$ cat config.mk
export PLATFORM = sky130hd
export DESIGN_NAME = mode_register
export DESIGN_NICKNAME = d
export VERILOG_FILES = /design/src/rtl/mode_register.sv
export SDC_FILE = /design/constraint.sdc
export NUM_CORES = 1
export LEC_CHECK = 0
export BUFFER_PORTS_ARGS = -buffer_cell sky130_fd_sc_hd__buf_2
export CAP_MARGIN = 20
export CORE_ASPECT_RATIO = 0.5
export CORE_UTILIZATION = 55
export DETAILED_ROUTE_END_ITERATION = 10
export PLACE_DENSITY = 0.81
export SETUP_SLACK_MARGIN = 0.2
export SLEW_MARGIN = 20
export SYNTH_ARGS = -nofsm -noshare
export SYNTH_HDL_FRONTEND = slang
export SYNTH_SLANG_ARGS = --single-unit
$ cat constraint.sdc
create_clock -name clock -period 2.42 [get_ports clock]
set_input_delay 0.121 -clock clock [delete_from_list [all_inputs] [get_ports clock]]
set_output_delay 0.121 -clock clock [all_outputs]
set_load 0.05 [all_outputs]
$ cat src/rtl/mode_register.sv
// mode_register: WIDTH-bit datapath register with load, inc/dec by STEP,
// serial shift, registered carry pulse and combinational zero flag.
//
// Ports:
//   clock      rising-edge clock
//   reset      asynchronous active-high reset (out=RESET_VALUE, carry=0)
//   in         parallel load data
//   load       load in (highest priority)
//   inc, dec   add / subtract STEP; both together cancel (hold)
//   shift      shift one position (lowest active priority)
//   dir        0 = left toward MSB, 1 = right
//   serial_in  bit entering the vacated position
//   out        register contents
//   carry      one-cycle pulse: overflow, underflow or shifted-out bit
//   zero       1 when out == 0
module mode_register #(
    parameter int                WIDTH       = 16,
    parameter int unsigned       STEP        = 1,
    parameter logic [WIDTH-1:0]  RESET_VALUE = '0,
    parameter bit                SATURATE    = 1'b0
) (
    input  logic             clock,
    input  logic             reset,
    input  logic [WIDTH-1:0] in,
    input  logic             load,
    input  logic             inc,
    input  logic             dec,
    input  logic             shift,
    input  logic             dir,
    input  logic             serial_in,
    output logic [WIDTH-1:0] out,
    output logic             carry,
    output logic             zero
);

    localparam logic [WIDTH-1:0] STEP_W = WIDTH'(STEP);

    logic [WIDTH-1:0] out_q;
    logic [WIDTH-1:0] out_d;
    logic             carry_q;
    logic             carry_d;

    // Arithmetic results are computed every cycle; the priority chain
    // below only picks which one (if any) is written back.
    logic [WIDTH:0]   sum;
    logic [WIDTH-1:0] diff;
    logic             underflow;

    always_comb begin
        sum       = {1'b0, out_q} + {1'b0, STEP_W};
        diff      = out_q - STEP_W;
        underflow = (out_q < STEP_W);
    end

    // Priority: load > inc/dec > shift > hold. The nested if chain makes
    // lower-priority controls irrelevant (including X) once a higher one
    // is active.
    always_comb begin
        out_d   = out_q;
        carry_d = 1'b0;
        if (load) begin
            out_d = in;
        end else if (inc || dec) begin
            if (inc && !dec) begin
                carry_d = sum[WIDTH];
                if (sum[WIDTH] && SATURATE) begin
                    out_d = '1;
                end else begin
                    out_d = sum[WIDTH-1:0];
                end
            end else if (dec && !inc) begin
                carry_d = underflow;
                if (underflow && SATURATE) begin
                    out_d = '0;
                end else begin
                    out_d = diff;
                end
            end
            // inc and dec together cancel: out holds, carry stays 0,
            // and a pending shift is deliberately suppressed.
        end else if (shift) begin
            if (dir) begin
                out_d   = {serial_in, out_q[WIDTH-1:1]};
                carry_d = out_q[0];
            end else begin
                out_d   = {out_q[WIDTH-2:0], serial_in};
                carry_d = out_q[WIDTH-1];
            end
        end
    end

    always_ff @(posedge clock or posedge reset) begin
        if (reset) begin
            out_q   <= RESET_VALUE;
            carry_q <= 1'b0;
        end else begin
            out_q   <= out_d;
            carry_q <= carry_d;
        end
    end

    assign out   = out_q;
    assign carry = carry_q;
    assign zero  = (out_q == '0);

endmodule
==> metrics <==
Critical Path End Type output pin; FMAX 460 MHz; FF/Latch Area 434 um^2; Site Rows 14; Post-synth EDFFs 0; final hold violation count 0; area leader, netlist dfrtp_1; met1 Track Usage GR 47.8%; Primary FF master, synth dfrtp_1; Antenna Diode Count 0; Worst EP required 2300 ps; RSZ-0062 raised after global routing yes; Mapped Cells 248; CTS clk-pin slew, worst paths 80 ps; gr busiest metal met2; core region area 0.00317 mm^2; Final Wtd Congestion 0.937; slowest CP cell or4_4; top cells by area, synth dfrtp_1, a21oi_1, mux2_2, mux2i_1, nor2_1; sum of negative setup slack 0 ps; TritonCTS buffer count 3; CP cell instances or4_4 > or3_4 > nor4_4 > buf_4; Detail Route Antenna Nets 0; Period minus WS final 2180 ps; Hold Crit Depth 2; Die Y 43.9 um; clk root buf clkbuf_8; Vias 2135; Slew Limit Fails 0; Synth top area share 22.0%; worst r2r path cells 7; Ys Warns 0; Peak VDD IR 0.247 mV; Port Buffer Count 41; grt met3 use 8.19%; CP max FO 5; critical path arrival 2050 ps; syn_nets 277; overall routing resource usage 32.2%; Setup-failing EPs final 0; fill count 269; CTS tree built; Rel. slew slack 53.1%; worst-case clock skew 5.42 ps; count of cell types in the netlist 55; hpwl dp 4050 um; static leakage 0.000957 uW; drt drc 0; register area share after synthesis 22.0%; PnR worst setup slack 245 ps; max-cap viol count 0; dpl ws 147 ps; PwrDens 553 mW/mm^2; Mapped Area 0.00193 mm^2; GRT overflow 0; Min-Delay Path Class in -> reg; Tcrit/Tclk final 89.9%; Yosys reg bits 17; layout cells sized above 1 31.5%; kind of critical path reg -> out; first-pass GRT wire length 9220 um; vias per inst 6.39; I/O pin total 42; final hold slack 59.7 ps; drt wl/cell 17.4 um; area delta synth->final 16.2%; Avg Inst Size Synth 7.80 um^2; Multi-input gate area 0.00132 mm^2; initial antenna violation count 0; Starting Density 61.0%; DP Cell Count 325; number of global-route vias before repair 1776; die area 0.00377 mm^2; largest net degree at the start of global routing 36; Clock Tree Buf Depth 2; met2 usage 47.9%; CTS sink cnt 17; Synth async-reset ratio 100%; DR pass1 iterations 5; startpoint types register; die span in x 85.9 um; starting DRC count in detailed routing 249; worst slew pin tran 702 ps; Critical Path Max Stage Delay 590 ps; Layout Cells excl Fill 334; drt total wl 5820 um; Post-layout nets 316; clk_lat worst skew 260 ps; H-tree levels 1; outcome complete, no violations
layer usage:
metal / vias to the layer above / share of wire, %
li1: 1004 / -
met5: - / 0
met1: 997 / 45
met2: 122 / 42
met4: 0 / 1.2
met3: 12 / 11
per-stage QoR:
step                cell area, um^2  utilization, %  power (uW)
floorplan                      1970               -         862
finish                         2250            70.9        1240
detailed placement             2150            68.0         995
CTS                            2240            70.7        1230
global placement               2150            68.0         982
global route                   2250            70.9        1310
critical path, delay by kind of cell, from the launching register on:
kind / cells / cell delay, ps
flops: 1 / 440
simple gates: 3 / 1120
buf+inv: 1 / 240
repair_timing:
action,CTS,global route
endpoints found under the setup margin,3,4
pin swaps,1,3
gates resized for setup,1,1
setup buffers,4,0
hold endpoints to repair,7,0
hold buffers,1,0
placed cells by master (no fill, tap or decap), types with 2 or more instances in the layout:
| master | n |
|---|---|
| buf_2 | 40 |
| nor2_1 | 23 |
| a21oi_1 | 23 |
| buf_4 | 17 |
| nand2_1 | 15 |
| nand3_1 | 13 |
| mux2i_1 | 11 |
| inv_1 | 11 |
| mux2_2 | 10 |
| o21ai_0 | 10 |
| dfrtp_1 | 10 |
| o22ai_1 | 7 |
| dfrtp_2 | 7 |
| nor3_1 | 5 |
| ha_1 | 5 |
| or3_1 | 4 |
| a211oi_1 | 4 |
| nor4_1 | 4 |
| or4_1 | 4 |
| o211ai_1 | 4 |
| nand4_1 | 3 |
| a31oi_1 | 3 |
| and3_1 | 3 |
| nor2b_1 | 3 |
| xnor2_1 | 3 |
| o31ai_1 | 3 |
| clkbuf_8 | 3 |
| a2bb2oi_1 | 2 |
| and2_1 | 2 |
| a2111oi_0 | 2 |
| a311o_1 | 2 |
| nor4_4 | 2 |
| o41ai_1 | 2 |
| o31a_1 | 2 |
where the power goes:
part	leakage [uW]	switching, uW	total [uW]	internal, uW
logic	0.000747	409	629	220
registers	0.000187	62.2	388	325
clock network	0.0000228	110	228	117
total	0.000957	581	1240	663
sequential cells by signal, summed over array words and instances, names as in the netlist:
register / count
out: 16
carry: 1
cell families (layout without fill, tap and decap cells):
logic type                 count (synthesis)  in the layout  share of synthesized area [%]
xor gates and xnor gates                   3              3                           1.36
DFF                                       17             17                           22.0
AOI/OAI and AO/OA                         74             74                           25.2
buffers and inverters                     37             75                           11.0
muxes                                     21             21                           11.5
adders and majority gates                  5              5                           3.23
and+or+nand+nor                           91             91                           25.7
layout make-up:
type | instances | area share, %
clock buffers | 4 | 2.00
inverters | 13 | 2.17
multi-input cells | 194 | 58.8
flip-flops and latches | 17 | 19.3
well taps | 48 | 2.67
repair buffers | 58 | 15.0
Yosys cell counts, types with 4 or more instances:
cell	n
nor3_1	5
inv_1	12
dfrtp_1	17
nor4_1	6
nand2_1	15
mux2_2	10
a211oi_1	4
mux2i_1	11
clkbuf_8	5
or3_1	5
o211ai_1	4
clkbuf_1	13
or4_1	4
o22ai_1	7
nor2_1	23
a21oi_1	23
nand3_1	13
ha_1	5
o21ai_0	10
path summary, 6_finish.rpt:
path | from | to | slack (ps)
max reg2reg | out[0] | out[14] | 270
min | in[2] | out[2] | 60
max | out[7] | zero | 240
max in group asynchronous | reset | out[13] | 1420
min in group asynchronous | reset | out[4] | 510
min reg2reg | out[14] | out[14] | 680
(Power assumes the default switching activity.)
